$ cat config.mk
export PLATFORM = sky130hd
export DESIGN_NAME = i8288_bus_ctrl
export DESIGN_NICKNAME = d
export VERILOG_FILES = /design/src/rtl/i8288_bus_ctrl.sv
export SDC_FILE = /design/constraint.sdc
export NUM_CORES = 1
export LEC_CHECK = 0
export ABC_CLOCK_PERIOD_IN_PS = 1750
export CAP_MARGIN = 5
export CORE_AREA = 5 5 49 51
export CTS_BUF_LIST = sky130_fd_sc_hd__clkbuf_4
export DETAILED_ROUTE_END_ITERATION = 6
export DIE_AREA = 0 0 54 56
export PLACE_DENSITY = 0.72
export SLEW_MARGIN = 20
export SYNTH_ARGS = -nofsm -noshare
export SYNTH_HDL_FRONTEND = slang
export SYNTH_SLANG_ARGS = --single-unit
export TNS_END_PERCENT = 20
$ cat constraint.sdc
create_clock -name clk -period 1.75 [get_ports clk]
set_input_delay 0.4375 -clock clk [delete_from_list [all_inputs] [get_ports clk]]
set_output_delay 0.4375 -clock clk [all_outputs]
set_load 0.01 [all_outputs]
$ cat src/rtl/i8288_bus_ctrl.sv
// 8288-style bus controller: decodes 8088 S2..S0 into ALE, DEN, DT/R and command strobes.
// Outputs are registered one edge after status sampling; aen_n/cen gate combinationally and never stall the FSM.
module i8288_bus_ctrl (
  input  logic       clk,
  input  logic       rst_n,
  input  logic [2:0] s_n,
  input  logic       aen_n,
  input  logic       cen,
  output logic       ale,
  output logic       den,
  output logic       dt_r_n,
  output logic       mrdc_n,
  output logic       mwtc_n,
  output logic       amwc_n,
  output logic       iorc_n,
  output logic       iowc_n,
  output logic       aiowc_n,
  output logic       inta_n,
  output logic       busy
);

  localparam logic [2:0] ST_IDLE = 3'd0;
  localparam logic [2:0] ST_T1   = 3'd1;
  localparam logic [2:0] ST_T2   = 3'd2;
  localparam logic [2:0] ST_T3   = 3'd3;
  localparam logic [2:0] ST_T4   = 3'd4;

  // HALT and passive decode to all-zero: the cycle runs but nothing is strobed.
  typedef struct packed {
    logic mem_rd;
    logic io_rd;
    logic inta;
    logic mem_wr;
    logic io_wr;
  } cyc_t;

  function automatic cyc_t decode(input logic [2:0] s);
    cyc_t c;
    c = '0;
    case (s)
      3'b000:         c.inta   = 1'b1;
      3'b001:         c.io_rd  = 1'b1;
      3'b010:         c.io_wr  = 1'b1;
      3'b100, 3'b101: c.mem_rd = 1'b1;
      3'b110:         c.mem_wr = 1'b1;
      default:        c = '0;
    endcase
    return c;
  endfunction

  logic [2:0] state_q, state_nxt;
  cyc_t       cyc_q, cyc_nxt;
  logic       ale_q, ale_nxt;
  logic       den_q, den_nxt;
  logic       dt_r_n_q, dt_r_n_nxt;
  logic [6:0] cmd_n_q, cmd_n_nxt;
  logic       passive;
  logic       rd_nxt, wr_nxt, in_cmd, in_t3;

  assign passive = &s_n;

  always_comb begin
    state_nxt = state_q;
    case (state_q)
      ST_IDLE, ST_T4: state_nxt = passive ? ST_IDLE : ST_T1;
      ST_T1:          state_nxt = passive ? ST_T4 : ST_T2;
      ST_T2:          state_nxt = passive ? ST_T4 : ST_T3;
      ST_T3:          state_nxt = passive ? ST_T4 : ST_T3;
      default:        state_nxt = ST_IDLE;
    endcase
  end

  assign cyc_nxt = (state_nxt == ST_T1) ? decode(s_n) : cyc_q;
  assign rd_nxt  = cyc_nxt.mem_rd | cyc_nxt.io_rd | cyc_nxt.inta;
  assign wr_nxt  = cyc_nxt.mem_wr | cyc_nxt.io_wr;
  assign in_cmd  = (state_nxt == ST_T2) || (state_nxt == ST_T3);
  assign in_t3   = (state_nxt == ST_T3);

  always_comb begin
    ale_nxt = (state_nxt == ST_T1);
    den_nxt = (in_cmd & wr_nxt) | (in_t3 & rd_nxt);
    // Direction is held through T4 so the transceivers do not flip before the bus settles.
    case (state_nxt)
      ST_IDLE: dt_r_n_nxt = 1'b1;
      ST_T4:   dt_r_n_nxt = dt_r_n_q;
      default: dt_r_n_nxt = ~rd_nxt;
    endcase
    cmd_n_nxt = {~(in_cmd & cyc_nxt.mem_rd),
                 ~(in_t3  & cyc_nxt.mem_wr),
                 ~(in_cmd & cyc_nxt.mem_wr),
                 ~(in_cmd & cyc_nxt.io_rd),
                 ~(in_t3  & cyc_nxt.io_wr),
                 ~(in_cmd & cyc_nxt.io_wr),
                 ~(in_cmd & cyc_nxt.inta)};
  end

  always_ff @(posedge clk or negedge rst_n) begin
    if (!rst_n) begin
      state_q  <= ST_IDLE;
      cyc_q    <= '0;
      ale_q    <= 1'b0;
      den_q    <= 1'b0;
      dt_r_n_q <= 1'b1;
      cmd_n_q  <= '1;
    end else begin
      state_q  <= state_nxt;
      cyc_q    <= cyc_nxt;
      ale_q    <= ale_nxt;
      den_q    <= den_nxt;
      dt_r_n_q <= dt_r_n_nxt;
      cmd_n_q  <= cmd_n_nxt;
    end
  end

  logic cmd_block;
  assign cmd_block = aen_n | ~cen;

  assign ale     = ale_q;
  assign dt_r_n  = dt_r_n_q;
  assign den     = den_q & cen;
  assign mrdc_n  = cmd_n_q[6] | cmd_block;
  assign mwtc_n  = cmd_n_q[5] | cmd_block;
  assign amwc_n  = cmd_n_q[4] | cmd_block;
  assign iorc_n  = cmd_n_q[3] | cmd_block;
  assign iowc_n  = cmd_n_q[2] | cmd_block;
  assign aiowc_n = cmd_n_q[1] | cmd_block;
  assign inta_n  = cmd_n_q[0] | cmd_block;
  assign busy    = (state_q != ST_IDLE);

endmodule

======== Word level (Yosys, flattened, before mapping) ========
Index checks and enable logic that the tools add are counted.
Widths: inputs -> output; s select.
cells by class
  equality and inequality tests ........... 13
  multiplexer cells ....................... 11
  bitwise logic cells ..................... 31
  reductions and logical operators ........ 9
operators with widths
  cell                count
  $eq 3x2->1 const B  5
  $eq 3x3->1 const B  5
  $or 1x1->1          12
  $and 1x1->1         10
  $eq 3x1->1 const B  3
  $logic_not 3->1     3
  $not 1->1           9
  $pmux 3 s3          1
  $mux 1              6
  $mux 3              2
  $reduce_or 2->1     3
  $mux 5              1
  $reduce_and 3->1    1
  $reduce_bool 3->1   1
  $pmux 1 s2          1
  $logic_or 1x1->1    1
word-level totals
  register bits after elaboration ......... 18
  input bits .............................. 7

======== Logic depth before layout (Yosys ltp) ========
Gate-level depths: netlist of the first run.
  depth in word-level cells ............... 9
  depth in mapped cells ................... 5
  depth with buffers taken out ............ 4

======== Worst setup path after synthesis of the first run ========
OpenSTA, ideal clock, no wires.
  kind .................................... input to register
  start point ............................. input s_n[2]
  end point ............................... register den_q
  library setup time ...................... 0.121 ns
  arrival time ............................ 1.727 ns
  setup slack ............................. -0.098 ns
  stages on the path ...................... 5
  buffers on the path ..................... 1
  path through ............................ buf_6 -> a311o_1 -> a22o_1 -> or3_1 -> a22o_1
RTL lines
  what                  RTL line  text
  start, declared       6         input logic [2:0] s_n,
  end signal, assigned  109       den_q <= den_nxt;
  end, declared         54        logic den_q, den_nxt;

==> results of run 1 <==
synth_stat cells:
cell type | number | area [sq um]
a22o_2 | 1 | 10.0
clkbuf_1 | 1 | 3.75
buf_2 | 2 | 10.0
nor4_1 | 1 | 6.26
a311o_1 | 1 | 10.0
nand3_1 | 2 | 10.0
or4_1 | 1 | 7.51
nand2_1 | 8 | 30.0
o211ai_1 | 1 | 7.51
nand4_1 | 1 | 6.26
inv_1 | 2 | 7.51
and2_1 | 1 | 6.26
nor2b_1 | 1 | 6.26
a221o_1 | 1 | 10.0
buf_12 | 1 | 20.0
a21oi_1 | 1 | 5.00
a2bb2oi_1 | 1 | 8.76
o31ai_1 | 1 | 7.51
or2_2 | 1 | 6.26
nand2b_1 | 8 | 50.1
o21ai_0 | 1 | 5.00
a211oi_1 | 1 | 7.51
buf_6 | 1 | 11.3
nor3_1 | 4 | 20.0
a211o_2 | 1 | 10.0
dfrtp_1 | 10 | 250
or3_1 | 2 | 12.5
a22o_1 | 3 | 26.3
dfstp_2 | 8 | 210
nor2_1 | 5 | 18.8
cell families after synthesis:
logic type             after synthesis  synth area share, %
AND/OR/NAND/NOR                     35                 22.5
AO/OA/AOI/OAI                       13                 13.4
flip-flops                          18                 57.5
buffers and inverters                7                 6.56
power by group:
part	internal [uW]	total [uW]	leakage [uW]	switching (uW)
combinational	319	558	0.000299	240
sequential	603	660	0.000208	56.9
clock	83.0	207	0.0000154	124
total	1000	1430	0.000522	421
stage by stage:
step           area [sq um]  setup WS, ns  setup TNS (ns)  instances  util (%)
2_1_floorplan           811       -0.0107         -0.0107         73         -
3_3_place_gp           1080        -0.518           -6.17        128      56.8
3_5_place_dp           1080        -0.597           -6.76        128      56.8
4_1_cts                1130       -0.0156         -0.0156        136      59.5
5_1_grt                1160       -0.0789         -0.0939        138      61.3
6_report               1160       -0.0336         -0.0336        138      61.3
registers in the layout (all words and copies together), names as in the netlist:
signal and count:
cmd_n_q 7, state_q 3, den_q 1, cyc_q 5, dt_r_n 1, ale 1
path summary, 6_finish.rpt:
kind,start,endpoint,slack (ns),cells past startpoint
min in group clk,state_q[2],state_q[2],0.57,2
hold / removal,rst_n,cyc_q[4],0.45,2
setup reg to reg,state_q[0],den_q,-0.03,5
setup / recovery,state_q[0],den_q,-0.03,5
hold reg to reg,state_q[2],state_q[2],0.57,2
max in group asynchronous,rst_n,cmd_n_q[2],1.05,2
metal layers:
| layer | part of all wire, % | GRT usage (%) |
|---|---|---|
| met5 | 0 | 0 |
| met4 | 1.3 | 5.69 |
| met3 | 5.6 | 3.22 |
| met2 | 52 | 22.3 |
| met1 | 41 | 15.3 |
layout make-up:
cell class	count	area [sq um]
Sequential cell	18	462
Inverter	2	7.51
Tap cell	27	33.8
Clock inverter	1	3.75
Fill cell	160	737
Timing Repair Buffer	39	315
Multi-Input combinational cell	48	320
Clock buffer	3	22.5
what timing repair did:
item	4_1_cts	5_1_grt
gates resized for setup	27	13
setup endpoints to repair	12	7
pin swaps	1	6
buffers inserted	4	2
==> flow_summary_export.csv, run 1 <==
group,metric,value,unit
timing,rsz0062_at_grt,"true",
route,final_antenna_net_count,0,
setup_path,slowest_stage,"dfrtp_1",
setup_path,cp_max_fo,4,
clock_network,ctsLongestPathBuffers,2,
setup_path,endpoint_kind,"flip-flop",
setup_path,cp-start-kind,"flip-flop",
grt,grt_pass1_vias,735,
place,io_buffers,17,
clock_network,cts_made_buffers,3,
cells_and_area,fin_nets,119,
timing,tightest_slew,0.508,ns
route,vias,693,
setup_path,cpMostUsedCell,"a22o_1",
synth,ys_ff_latch,18,
synth,syn_area_per_cell,11.0,sq um
floorplan,io_pins,18,
clock_network,clock_sinks,18,
floorplan,core_area,1900,sq um
pwr,fin_total_pwr,1430,uW
timing,hold_slack,0.452,ns
status,violations,"setup timing",
floorplan,die-height,56,microns
job,max_cap_violations,0,
floorplan,initial_core_util,42.1,%
setup_path,path_cells,"buf_6 -> a311o_1 -> a22o_1 -> or3_4 -> a22o_1",
route,routedWlPerCell,13.5,microns
setup_path,crit_family,"compound AO/OA/AOI/OAI gates",
place,post-dp-hpwl,1250,microns
cells_and_area,drive_gt1_share,40.5,%
timing,hold_viol,0,
timing,finalCritPeriodShare,102,%
clock_network,hold_buffers,0,
route,routed_via_density,5.02,
timing,layout_setup_ws,-0.0336,ns
clock_network,cts_tree,"built",
floorplan,die_width,54,microns
hold_path,hold_class,"input pin to asynchronous set/reset pin",
timing,slew_headroom,65.8,%
grt,gr-total-overflow,0,
setup_path,cp_slowest_stage_delay,0.40,ns
clock_network,path_clk_slew,0.10,ns
grt,grt_usage,13.2,%
cells_and_area,diodes,0,
setup_path,worstPathRequired,1.94,ns
route,wl,1860,microns
floorplan,fp.dieArea,3020,sq um
grt,antenna_found_initial,0,
timing,clock_skew,0.00145,ns
place,place_congestion,0.894,
timing,fmax,561,MHz
synth,yosys_warnings,0,
route,remaining_drc_errors,0,
setup_path,crit_type,"flip-flop to flip-flop",
cells_and_area,final_cell_mix,"18 x buf_4, 9 x dfrtp_1",
timing,slew_viol_final,0,
cells_and_area,area_growth,45.5,%
pwr,p_leak,0.000522,uW
synth,yosys.cell_types.count,30,
synth,syn_inst,73,
clock_network,clkLatencyLatePin,0.29,ns
clock_network,cts_root_buf,"clkbuf_4",
timing,setup_violations,1,
grt,grt_max_degree,19,
grt,grt_pass1_wl,2980,microns
pwr,p_per_area,1220,nW/um^2
route,drt_iter0_drc,19,
status,outcome,"finished, violations left",
floorplan,rows,16,
setup_path,worst_ep_arrival_time,1.97,ns
cells_and_area,mostFrequentLayoutCell,"buf_4",
pwr,ir_worst_vdd,684,uV
synth,syn_nets,80,
route,firstDrtPassIters,4,
setup_path,crit_buf_inv,1,
synth,syn_area,801,sq um
timing,finalWorstPathRequiredPeriod,1.78,ns
synth,ys_seq_area_share,57.5,%
clock_network,h-tree-depth,1,
No activity file was read; power rests on OpenSTA's default activity.
==> run 2: changes to the inputs <==
--- a/config.mk
+++ b/config.mk
@@ -12,7 +12,6 @@
 export DETAILED_ROUTE_END_ITERATION = 6
 export DIE_AREA = 0 0 54 56
 export PLACE_DENSITY = 0.72
-export SLEW_MARGIN = 20
 export SYNTH_ARGS = -nofsm -noshare
 export SYNTH_HDL_FRONTEND = slang
 export SYNTH_SLANG_ARGS = --single-unit
==> results of run 2 <==
Final layout, timing and power as in run 1 (identical DEF).
==> run 3: changes to the inputs <==
--- a/config.mk
+++ b/config.mk
@@ -11,7 +11,7 @@
 export CTS_BUF_LIST = sky130_fd_sc_hd__clkbuf_4
 export DETAILED_ROUTE_END_ITERATION = 6
 export DIE_AREA = 0 0 54 56
-export PLACE_DENSITY = 0.72
+export PLACE_DENSITY = 0.74
 export SYNTH_ARGS = -nofsm -noshare
 export SYNTH_HDL_FRONTEND = slang
 export SYNTH_SLANG_ARGS = --single-unit
==> run 3 against run 2 <==
  * The flow still finishes with violations (setup timing)
  * Setup slack gained 0.019 ns
  * Clock skew is essentially flat
  * Register-to-register slack gained 0.03 ns
==> flow_summary_export.csv, run 3 (synthesis gave the netlist of run 1 again) <==
group,metric,value,unit
clock_network,cts_made_buffers,3,
clock_network,ctsLongestPathBuffers,2,
floorplan,fp.dieArea,3020,sq um
route,remaining_drc_errors,0,
timing,finalCritPeriodShare,101,%
setup_path,cp_max_fo,6,
clock_network,clock_sinks,18,
route,vias,687,
cells_and_area,largest-register,"cmd_n_q",
setup_path,worstPathRequired,1.98,ns
floorplan,core_area,1900,sq um
hold_path,hold_class,"input pin to asynchronous set/reset pin",
route,final_antenna_net_count,0,
route,drt_iter0_drc,15,
grt,grt_max_degree,19,
cells_and_area,final_cell_mix,"14 x buf_4, 12 x dlygate4sd2_1, 9 x dfrtp_1, 8 x nand2b_1, 8 x dfstp_2",
status,outcome,"finished, violations left",
grt,grt_pass1_wl,3180,microns
grt,grt_util_met1,16.4,%
grt,grt_usage,14.3,%
floorplan,io_pins,18,
grt,met3_usage,3.22,%
cells_and_area,design_area,1130,sq um
timing,setup_violations,1,
route,routedWlPerCell,13.9,microns
floorplan,rows,16,
cells_and_area,nFillCells,168,
timing,slew_headroom,73.1,%
grt,globalRoute.busiestLayer,"met2",
cells_and_area,area_growth,40.8,%
clock_network,cts_root_buf,"clkbuf_4",
route,firstDrtPassIters,4,
status,violations,"setup timing",
cells_and_area,drive_gt1_share,37.4,%
grt,gr-total-overflow,0,
place,place_ws,-0.594,ns
setup_path,crit_type,"input pin to flip-flop",
pwr,p_leak,0.000491,uW
timing,fmax,567,MHz
timing,layout_setup_ws,-0.0145,ns
timing,slew_viol_final,0,
cells_and_area,top_regs,"cmd_n_q (7), cyc_q (5), state_q (3)",
floorplan,die-height,56,microns
cells_and_area,fin_cells,134,
place,place_congestion,0.887,
floorplan,initial_core_util,42.1,%
grt,antenna_found_initial,0,
pwr,p_per_area,1260,nW/um^2
cells_and_area,largest_reg_flops,7,
timing,clock_skew,0.00163,ns
route,routed_via_density,5.13,
setup_path,worst_ep_arrival_time,2.00,ns
timing,finalWorstPathRequiredPeriod,1.76,ns
clock_network,h-tree-depth,1,
timing,hold_viol,0,
grt,grtUsageMet2,24.2,%
pwr,ir_worst_vdd,668,uV
cells_and_area,diodes,0,
clock_network,cts_tree,"built",
clock_network,hold_buffers,0,
setup_path,cp-start-kind,"input pin",
setup_path,endpoint_kind,"flip-flop",
clock_network,path_clk_slew,0.10,ns
cells_and_area,fin_nets,115,
clock_network,clkLatencyLatePin,0.29,ns
job,max_cap_violations,0,
grt,grt_pass1_vias,712,
route,wl,1860,microns
place,placedInstanceArea,1080,sq um
place,io_buffers,17,
pwr,fin_total_pwr,1420,uW
place,place_inst,128,
place,post-dp-hpwl,1370,microns
timing,fin_tns_setup,-0.0145,ns
timing,rsz0062_at_grt,"true",
timing,tightest_slew,0.401,ns
floorplan,die_width,54,microns
cells_and_area,mostFrequentLayoutCell,"buf_4",
## run 3: cell count changes in the layout (fill, tap and decap cells not counted), sizes merged
cell | previous run | this run
buf | 24 | 20
clkbuf | 6 | 4
clkdlybuf4s15 | 2 | 0
dlygate4sd2 | 8 | 12
## run 3: area by class of cell
class,count,area (sq um),area share (%)
Sequential cell,18,462,41.0
Multi-Input combinational cell,48,308,27.3
Timing Repair Buffer,35,290,25.7
Tap cell,27,33.8,3.00
Clock buffer,3,22.5,2.00
Inverter,2,7.51,0.666
Clock inverter,1,3.75,0.333
## run 3: report_power, final
| group | total [uW] | internal [uW] | switching, uW | leakage [uW] |
|---|---|---|---|---|
| clock | 205 | 82.9 | 123 | 0.0000154 |
| sequential | 664 | 603 | 60.2 | 0.000208 |
| combinational | 551 | 309 | 242 | 0.000268 |
## run 3: worst paths after layout
| check | start | depth (start not counted) | slack (ns) | end |
|---|---|---|---|---|
| max in group asynchronous | rst_n | 2 | 1.03 | cmd_n_q[4] |
| worst max register to register | state_q[1] | 5 | 0 | den_q |
| worst max-delay path | s_n[2] | 6 | -0.01 | den_q |
| worst min-delay path | rst_n | 2 | 0.47 | den_q |
| worst min register to register | state_q[2] | 2 | 0.56 | state_q[2] |
| min in group clk | state_q[2] | 2 | 0.56 | state_q[2] |
## run 3: metal layers
metal / vias to the layer above / wire (microns)
met3: 4 / 109
met4: 0 / 25
met1: 343 / 724
li1: 320 / -
met2: 20 / 997
met5: - / 0
## run 3: repair_timing
item / in CTS / in global routing
resized for setup: 22 / 11
endpoints found under the hold margin: 0 / 0
pin swaps: 0 / 4
gates cloned: 0 / 0
endpoints found under the setup margin: 12 / 4
buffers inserted: 1 / 1
## run 3: critical path, cell delays in order
cell and delay (ns):
dlygate4sd2_1 0.27, buf_4 0.17, or4_1 0.51, o211ai_1 0.29, or3_4 0.20, a22o_1 0.13
## run 3: metrics by stage
| stage | hold WS (ns) | util, % |
|---|---|---|
| 2_1_floorplan | 0.142 | - |
| 3_3_place_gp | 0.539 | 56.8 |
| 3_5_place_dp | 0.549 | 56.8 |
| 4_1_cts | 0.463 | 57.9 |
| 5_1_grt | 0.480 | 59.3 |
| 6_report | 0.468 | 59.3 |
